[config.mk]
export PLATFORM = sky130hd
export DESIGN_NAME = tmds_dc_balance_flat
export DESIGN_NICKNAME = d
export VERILOG_FILES = /design/src/rtl/tmds_dc_balance_if.sv /design/src/rtl/tmds_dc_balance.sv /design/src/flat_wrapper.sv
export SDC_FILE = /design/constraint.sdc
export NUM_CORES = 1
export LEC_CHECK = 0
export ABC_AREA = 0
export CORE_MARGIN = 5
export CORE_UTILIZATION = 55
export CTS_CLUSTER_DIAMETER = 30
export CTS_CLUSTER_SIZE = 30
export DETAILED_ROUTE_END_ITERATION = 10
export HOLD_SLACK_MARGIN = 0.06
export MAX_ROUTING_LAYER = met4
export PLACE_DENSITY = 0.93
export SYNTH_ARGS = -nofsm -noshare
export SYNTH_HDL_FRONTEND = slang
export SYNTH_SLANG_ARGS = --single-unit
[constraint.sdc]
create_clock -name clk_in -period 6.2 [get_ports clk_in]
set_input_delay 1.24 -clock clk_in [delete_from_list [all_inputs] [get_ports clk_in]]
set_output_delay 1.24 -clock clk_in [all_outputs]
set_load 0.05 [all_outputs]
[src/rtl/tmds_dc_balance_if.sv]
// Per-channel TMDS DC-balance stage bus.
//   ve_in     : video enable (1 = active pixel, 0 = blanking)
//   ctrl_in   : {C1,C0} control bits, meaningful only while ve_in = 0
//   qm_in     : 9-bit transition-minimized word, bit 8 = 1 means XOR encoding
//   tmds_out  : registered 10-bit TMDS symbol
//   tally_out : registered signed running disparity
// master drives the pixel side and observes the symbol; slave is the encoder.
interface tmds_dc_balance_if #(
  parameter int unsigned TALLY_W = 5
);
  logic                      ve_in;
  logic [1:0]                ctrl_in;
  logic [8:0]                qm_in;
  logic [9:0]                tmds_out;
  logic signed [TALLY_W-1:0] tally_out;

  modport master (
    output ve_in,
    output ctrl_in,
    output qm_in,
    input  tmds_out,
    input  tally_out
  );

  modport slave (
    input  ve_in,
    input  ctrl_in,
    input  qm_in,
    output tmds_out,
    output tally_out
  );
endinterface

[src/rtl/tmds_dc_balance.sv]
// TMDS DC-balance stage: turns the 9-bit transition-minimized word into the final
// 10-bit symbol, tracking a signed running disparity; emits DVI control tokens in
// blanking. Two register stages, one symbol per clock, no handshake.
//   clk_in : pixel clock
//   rst_in : asynchronous active-high reset
//   bus    : tmds_dc_balance_if slave (ve_in, ctrl_in, qm_in in; tmds_out, tally_out out)
module tmds_dc_balance #(
  parameter int unsigned TALLY_W = 5
) (
  input logic              clk_in,
  input logic              rst_in,
  tmds_dc_balance_if.slave bus
);

  localparam logic [9:0] CtrlTok00 = 10'b1101010100;
  localparam logic [9:0] CtrlTok01 = 10'b0010101011;
  localparam logic [9:0] CtrlTok10 = 10'b0101010100;
  localparam logic [9:0] CtrlTok11 = 10'b1010101011;

  localparam logic signed [TALLY_W-1:0] Eight = TALLY_W'(8);
  localparam logic signed [TALLY_W-1:0] Two   = TALLY_W'(2);
  localparam logic signed [TALLY_W-1:0] Zero  = '0;

  // Stage 1
  logic       ve_q;
  logic [1:0] ctrl_q;
  logic [8:0] qm_q;
  logic [3:0] n1_d, n1_q;

  // Stage 2
  logic [9:0]                tmds_d, tmds_q;
  logic signed [TALLY_W-1:0] tally_d, tally_q;

  always_comb begin
    n1_d = '0;
    for (int i = 0; i < 8; i++) begin
      n1_d = n1_d + 4'(bus.qm_in[i]);
    end
  end

  always_ff @(posedge clk_in or posedge rst_in) begin
    if (rst_in) begin
      ve_q   <= 1'b0;
      ctrl_q <= 2'b00;
      qm_q   <= '0;
      n1_q   <= '0;
    end else begin
      ve_q   <= bus.ve_in;
      ctrl_q <= bus.ctrl_in;
      qm_q   <= bus.qm_in;
      n1_q   <= n1_d;
    end
  end

  logic signed [TALLY_W-1:0] n1_w;
  logic signed [TALLY_W-1:0] diff_w;   // n1 - n0 = 2*n1 - 8
  logic                      tally_zero;
  logic                      tally_neg;
  logic                      balanced;
  logic                      excess_ones;
  logic                      excess_zeros;

  always_comb begin
    n1_w         = TALLY_W'(n1_q);
    diff_w       = n1_w + n1_w - Eight;
    tally_zero   = (tally_q == Zero);
    tally_neg    = tally_q[TALLY_W-1];
    balanced     = (n1_q == 4'd4);
    excess_ones  = (n1_q > 4'd4);
    excess_zeros = (n1_q < 4'd4);

    tmds_d  = CtrlTok00;
    tally_d = Zero;

    if (!ve_q) begin
      unique case (ctrl_q)
        2'b00: tmds_d = CtrlTok00;
        2'b01: tmds_d = CtrlTok01;
        2'b10: tmds_d = CtrlTok10;
        2'b11: tmds_d = CtrlTok11;
      endcase
      tally_d = Zero;
    end else if (tally_zero || balanced) begin
      tmds_d  = {~qm_q[8], qm_q[8], qm_q[8] ? qm_q[7:0] : ~qm_q[7:0]};
      tally_d = qm_q[8] ? (tally_q + diff_w) : (tally_q - diff_w);
    end else if ((!tally_neg && excess_ones) || (tally_neg && excess_zeros)) begin
      // Disparity would grow: invert data bits to pull the tally back toward zero.
      tmds_d  = {1'b1, qm_q[8], ~qm_q[7:0]};
      tally_d = tally_q - diff_w + (qm_q[8] ? Two : Zero);
    end else begin
      tmds_d  = {1'b0, qm_q[8], qm_q[7:0]};
      tally_d = tally_q + diff_w - (qm_q[8] ? Zero : Two);
    end
  end

  always_ff @(posedge clk_in or posedge rst_in) begin
    if (rst_in) begin
      tmds_q  <= CtrlTok00;
      tally_q <= Zero;
    end else begin
      tmds_q  <= tmds_d;
      tally_q <= tally_d;
    end
  end

  assign bus.tmds_out  = tmds_q;
  assign bus.tally_out = tally_q;

endmodule

[src/flat_wrapper.sv]
// flat-port wrapper written by rule: the top's interface ports become plain ports
module tmds_dc_balance_flat 
#(
  parameter int unsigned TALLY_W = 5
)
  (clk_in, rst_in, bus_ve_in, bus_ctrl_in, bus_qm_in, bus_tmds_out, bus_tally_out);
  tmds_dc_balance_if #(.TALLY_W(TALLY_W)) bus_i ();
  input logic clk_in;
  input logic rst_in;
  input wire logic [$bits(bus_i.ve_in)-1:0] bus_ve_in;
  input wire logic [$bits(bus_i.ctrl_in)-1:0] bus_ctrl_in;
  input wire logic [$bits(bus_i.qm_in)-1:0] bus_qm_in;
  output wire logic [$bits(bus_i.tmds_out)-1:0] bus_tmds_out;
  output wire logic [$bits(bus_i.tally_out)-1:0] bus_tally_out;
  assign bus_i.ve_in = bus_ve_in;
  assign bus_i.ctrl_in = bus_ctrl_in;
  assign bus_i.qm_in = bus_qm_in;
  assign bus_tmds_out = bus_i.tmds_out;
  assign bus_tally_out = bus_i.tally_out;
  tmds_dc_balance #(.TALLY_W(TALLY_W)) u_core (.clk_in(clk_in), .rst_in(rst_in), .bus(bus_i));
endmodule
==> results.toml, run 1 <==
[timing]
slew_headroom_pct = 28.4
tightest_slew_ns = 1.07
hold_viol_final = 0
setup_violations = 0
fin_hold_ws_ns = 0.558
skew_ns = 0.00640
final_max_slew_viol_count = 0
fmax_mhz = 273
period_needed_ns = 3.66
post-route-period-util_pct = 59.1
finalSetupTns_ns = 0
rsz0062_at_grt = "no"

[placed_design]
dp.cells = 222
port_buffers = 27
globalplace.congestion = 0.854
dp_hpwl_um = 2560

[clocking]
root_buffer = "clkbuf_4"
clk_pin_slew_ns = 0.10
clk_latency_ns = 0.33
cts_tree = "yes"
postCtsSetupRepairBufs = 0
clock-sinks = 30
clk_path_buf_depth = 2
htree_levels = 2
ctsResizeCount = 0
ctsHoldBuffers = 0
cts_made_buffers = 5

[final_layout]
antenna_cells = 0
syn2layout_area_growth_pct = 20.5
fin_nets = 224
drive_gt1_share_pct = 10.2
instances_no_fill = 230

[outcome]
outcome = "finished, final reports clean"

[setup_path]
reg2reg_slack_ns = 3.89
r2r_start = "u_core.bus.tally_out[1]"
worstReg2RegEnd = "u_core.bus.tally_out[3]"
path_class = "in2reg"
critPathMaxFanout = 2
crit_required_ns = 6.42
reg2regPathDepth = 8
cp.arrival_ns = 3.88
critPathLaunchType = "input pin"
end_kind = "flop"

[grt]
antenna_found_initial = 0
grt_pass1_wl_um = 5550
globalRouteTotalUtil_pct = 17.6
grt_pass1_vias = 1289
grt_max_degree = 31
overflow = 0

[pwr]
power-per-cell-area_nw_per_um2 = 563
vdd_drop_max_uv = 264
p_leak_nw = 0.993

[synth]
ys_dominant_reg_cell = "dfrtp_1"
synth.distinct_cells = 35
yosysSeqAreaShare_pct = 43.6
ys_warn_count = 0
syn_avg_cell_area_um2 = 11.2
yosys.area.top_type_share_pct = 36.0
netlist_instances = 155
synth_fp_nets = 194
synthTopCellsByArea = "dfrtp_1 (36%), ha_1 (14%), dfstp_2 (7.6%)"
synth_edf_count = 0
ys_seq_elements = 30
synth_area_leader_cell = "dfrtp_1"
synth_area_um2 = 1740
async_flop_share_pct = 100

[run]
drv_cap = 0

[floorplanning]
start_util_pct = 57.3
fp-row-count = 20
die_w_um = 66.2
core_um2 = 3030
die_h_um = 66.2
die_area_um2 = 4380
boundaryPins = 29

[route]
route.antenna.remaining_nets = 0
wl_per_cell_um = 14.3
wl_um = 3280
drc = 0
viasPerCell = 5.07
drt_iter0_drc = 34
vias = 1166
first_pass_iters = 4

[hold_path]
hold_class = "reg2reg"
min_from = "u_core.qm_q[0]"
min_path_cells = 2
whs_endpoint = "u_core.bus.tmds_out[0]"
-- Yosys cell counts (2+ instances only) --
cell type and count:
dfrtp_1 25, inv_1 24, ha_1 20, xor2_1 14, nor2_1 7, a21oi_1 5
dfstp_2 5, fa_1 5, o21ai_1 5, xnor2_1 5, nand2_1 4, o21ai_0 4
nor2b_1 3, nor3_1 3, a211oi_1 2, buf_6 2, mux2i_1 2, nand3_1 2
nor3b_2 2
-- report_power, final --
part / total [W] / internal [W] / switching (W)
clock network: 0.000122 / 0.0000544 / 0.0000673
registers: 0.000295 / 0.000256 / 0.0000392
logic: 0.000761 / 0.000288 / 0.000472
total: 0.00118 / 0.000599 / 0.000579
-- logic make-up after synthesis --
kind of cell,Yosys count,synth area share (%)
xor+xnor,19,9.59
simple gates,26,8.58
buf+inv,28,7.14
other cells,1,0.216
fa+ha+maj,25,20.2
mux,2,1.15
compound gates,24,9.52
flops,30,43.6
-- flip-flops by register name (all words and copies together), names as in the netlist --
register	flops
u_core.bus.tmds_out	10
u_core.qm_q	9
u_core.bus.tally_out	4
u_core.n1_q	4
u_core.ctrl_q	2
u_core.ve_q	1
-- metal layers --
metal  wire length (um)  global-route usage [%]  up-vias
met5                  0                       -        -
met4                 69                    8.63        0
met3                148                    4.76        9
met2               1700                    29.0       41
met1               1360                    19.6      557
li1                   -                       -      559
-- layout make-up --
class                      count  area, um2
multi-input combinational     97        855
inverter                      24       90.1
clock buffer                   6       51.3
fill                         213        937
sequential                    30        757
timing repair buffer          27        270
tap                           44       55.1
clock inverter                 2       12.5
-- how the worst max path moves through the flow --
stage                       startpoint             end  slack [ns]  cells after the start
after detailed placement  bus_qm_in[0]  u_core.n1_q[1]        2.17                      8
after global routing      bus_qm_in[0]  u_core.n1_q[1]        2.47                      8
final                     bus_qm_in[0]  u_core.n1_q[2]        2.54                      8
after global placement    bus_qm_in[0]  u_core.n1_q[2]        2.26                      8
after floorplan           bus_qm_in[0]  u_core.n1_q[2]        2.74                      7
after CTS                 bus_qm_in[0]  u_core.n1_q[1]        2.53                      8
-- stage by stage --
step                      instance area, um2  setup WS, ns  power, W  util [%]
after global routing                    2090          2.47   0.00125      69.0
after CTS                               2090          2.53   0.00118      69.0
after detailed placement                2030          2.17   0.00105      66.9
after floorplan                         1740          2.74  0.000876         -
final                                   2090          2.54   0.00118      69.0
after global placement                  2030          2.26  0.000998      66.9
-- layout by cell type (no fill, tap or decap), types with 2 or more instances in the layout --
master and count:
a21oi_1 5, inv_1 24, a211oi_1 2, nor3_1 3
o21ai_1 5, ha_1 20, nand2_1 4, mux2i_1 2
nor2_1 7, clkbuf_4 5, dfstp_2 5, clkdlybuf4s50_1 27
fa_1 5, nor2b_1 3, nor3b_2 2, xor2_1 14
nand3_1 2, dfrtp_1 25, xnor2_1 5, o21ai_0 4
-- critical path: stages --
cell and delay (ns):
clkdlybuf4s50_1 0.43, ha_1 0.29, inv_1 0.05, fa_1 0.49
fa_1 0.42, fa_1 0.42, fa_1 0.39, xnor2_1 0.14
No activity file was read; power rests on OpenSTA's default activity.
==> run 2: changes to the inputs <==
--- a/config.mk
+++ b/config.mk
@@ -7,13 +7,13 @@
 export LEC_CHECK = 0
 export ABC_AREA = 0
 export CORE_MARGIN = 5
-export CORE_UTILIZATION = 55
+export CORE_UTILIZATION = 53
 export CTS_CLUSTER_DIAMETER = 30
 export CTS_CLUSTER_SIZE = 30
 export DETAILED_ROUTE_END_ITERATION = 10
 export HOLD_SLACK_MARGIN = 0.06
 export MAX_ROUTING_LAYER = met4
-export PLACE_DENSITY = 0.93
+export PLACE_DENSITY = 0.91
 export SYNTH_ARGS = -nofsm -noshare
 export SYNTH_HDL_FRONTEND = slang
 export SYNTH_SLANG_ARGS = --single-unit
==> constraint.sdc (replaced) <==
create_clock -name clk_in -period 3.4 [get_ports clk_in]
set_input_delay 0.68 -clock clk_in [delete_from_list [all_inputs] [get_ports clk_in]]
set_output_delay 0.68 -clock clk_in [all_outputs]
set_load 0.05 [all_outputs]
==> run 2 against run 1 <==
Routed wire length is 3.4% lower. Via count down 2.7%. Clock power up 140%. Non-clock buffer count rose by 1. Combinational power up 81%. Cell area rose by 1.4%. First-iteration DRC count rose by 24%. Core utilization down 0.74 points.
==> results.toml, run 2 (synthesized netlist as in run 1, its figures left out) <==
[outcome]
outcome = "finished, final reports clean"

[timing]
fin_ws_ns = 0.288
final_max_slew_viol_count = 0
rsz0062_at_grt = "no"
period_needed_ns = 3.11
skew_ns = 0.00656
fmax_mhz = 321
finalSetupTns_ns = 0
hold_viol_final = 0
tightest_slew_ns = 1.02
slew_headroom_pct = 32.1
post-route-period-util_pct = 91.5
setup_violations = 0

[setup_path]
reg2regPathDepth = 8
worstReg2RegEnd = "u_core.bus.tally_out[3]"
setup.worst_path.end = "u_core.n1_q[2]"
cp.arrival_ns = 3.32
r2r_start = "u_core.bus.tally_out[1]"
critPathMaxFanout = 2
critPathLaunchType = "input pin"
crit_required_ns = 3.61
reg2reg_slack_ns = 1.01
end_kind = "flop"
path_class = "in2reg"
cp-startpoint = "bus_qm_in[0]"

[final_layout]
design_area_um2 = 2120
final_common_cell = "clkdlybuf4s50_1"
antenna_cells = 0
drive_gt1_share_pct = 10.2
layout_common_cells = "clkdlybuf4s50_1 (27), dfrtp_1 (25), inv_1 (24)"
instances_no_fill = 231
fin_nets = 225
syn2layout_area_growth_pct = 22.1
largest_register_ffs = 10

[route]
vias = 1135
first_pass_iters = 4
viasPerCell = 4.91
wl_um = 3170
drc = 0
route.antenna.remaining_nets = 0
wl_per_cell_um = 13.7
drt_iter0_drc = 42

[clocking]
postCtsSetupRepairBufs = 0
ctsResizeCount = 0
ctsHoldBuffers = 0
cts_tree = "yes"
root_buffer = "clkbuf_4"
clk_pin_slew_ns = 0.09
cts_made_buffers = 5
htree_levels = 2
clk_latency_ns = 0.32
clock-sinks = 30
clk_path_buf_depth = 2

[grt]
globalRouteTotalUtil_pct = 17.1
grt_max_degree = 30
grt_pass1_wl_um = 5480
antenna_found_initial = 0
overflow = 0
grt_pass1_vias = 1226

[hold_path]
hold_class = "reg2reg"

[floorplanning]
core_um2 = 3100
die_w_um = 67.2
boundaryPins = 29
die_h_um = 67.2
die_area_um2 = 4520
fp-row-count = 20
start_util_pct = 55.9

[placed_design]
dp.cells = 223
dp_hpwl_um = 2580
port_buffers = 27
pre_cts_ws_ns = -0.0789
globalplace.congestion = 0.838
place_area_um2 = 2030

[pwr]
report.power.total_w = 0.00221
vdd_drop_max_uv = 489
power-per-cell-area_nw_per_um2 = 1040
p_leak_nw = 1.01

[run]
drv_cap = 0
==> run 2: cell type report <==
cell class | count | area [um2]
clock buffer | 7 | 55.1
clock inverter | 1 | 30.0
fill | 254 | 983
inverter | 24 | 90.1
multi-input combinational | 97 | 855
sequential | 30 | 757
tap | 44 | 55.1
timing repair buffer | 28 | 278
==> run 2: report_power, final <==
group	total (W)	internal [W]	switching, W
sequential	0.000536	0.000466	0.0000695
combinational	0.00138	0.000531	0.000853
clock	0.000293	0.000175	0.000117
==> run 2: per-layer routing <==
layer | vias to the layer above | wire length, um | global-route usage (%)
met5 | - | 0 | -
met4 | 0 | 102 | 8.86
met3 | 13 | 132 | 3.83
met2 | 36 | 1680 | 28.8
met1 | 530 | 1260 | 19.0
li1 | 556 | - | -
==> run 2: per-stage QoR <==
step                hold slack, ns  utilization, %
floorplan                    0.515               -
global placement             0.541            65.6
detailed placement           0.545            65.6
CTS                          0.563            68.3
global route                 0.581            68.3
finish                       0.554            68.3
==> run 2: worst min path at each step <==
stage              startpoint                      to  slack, ns  cells past startpoint
2_1_floorplan  u_core.qm_q[0]  u_core.bus.tmds_out[0]       0.52                      2
3_3_place_gp   u_core.qm_q[7]  u_core.bus.tmds_out[7]       0.54                      2
3_5_place_dp   u_core.qm_q[3]  u_core.bus.tmds_out[3]       0.54                      2
4_1_cts        u_core.qm_q[3]  u_core.bus.tmds_out[3]       0.56                      2
5_1_grt        u_core.qm_q[3]  u_core.bus.tmds_out[3]       0.58                      2
6_report       u_core.qm_q[3]  u_core.bus.tmds_out[3]       0.55                      2
==> run 2: worst max-delay path, stage by stage <==
cell             delay [ns]
clkdlybuf4s50_1        0.44
ha_1                   0.30
inv_1                  0.05
fa_1                   0.49
fa_1                   0.43
fa_1                   0.41
fa_1                   0.39
xnor2_1                0.14
==> run 3: changes to the inputs <==
--- a/config.mk
+++ b/config.mk
@@ -14,6 +14,8 @@
 export HOLD_SLACK_MARGIN = 0.06
 export MAX_ROUTING_LAYER = met4
 export PLACE_DENSITY = 0.91
+export SETUP_SLACK_MARGIN = 0.02
 export SYNTH_ARGS = -nofsm -noshare
 export SYNTH_HDL_FRONTEND = slang
 export SYNTH_SLANG_ARGS = --single-unit
+export TNS_END_PERCENT = 100
==> results of run 3 <==
No change in the layout: final DEF, timing and power equal those of run 2.
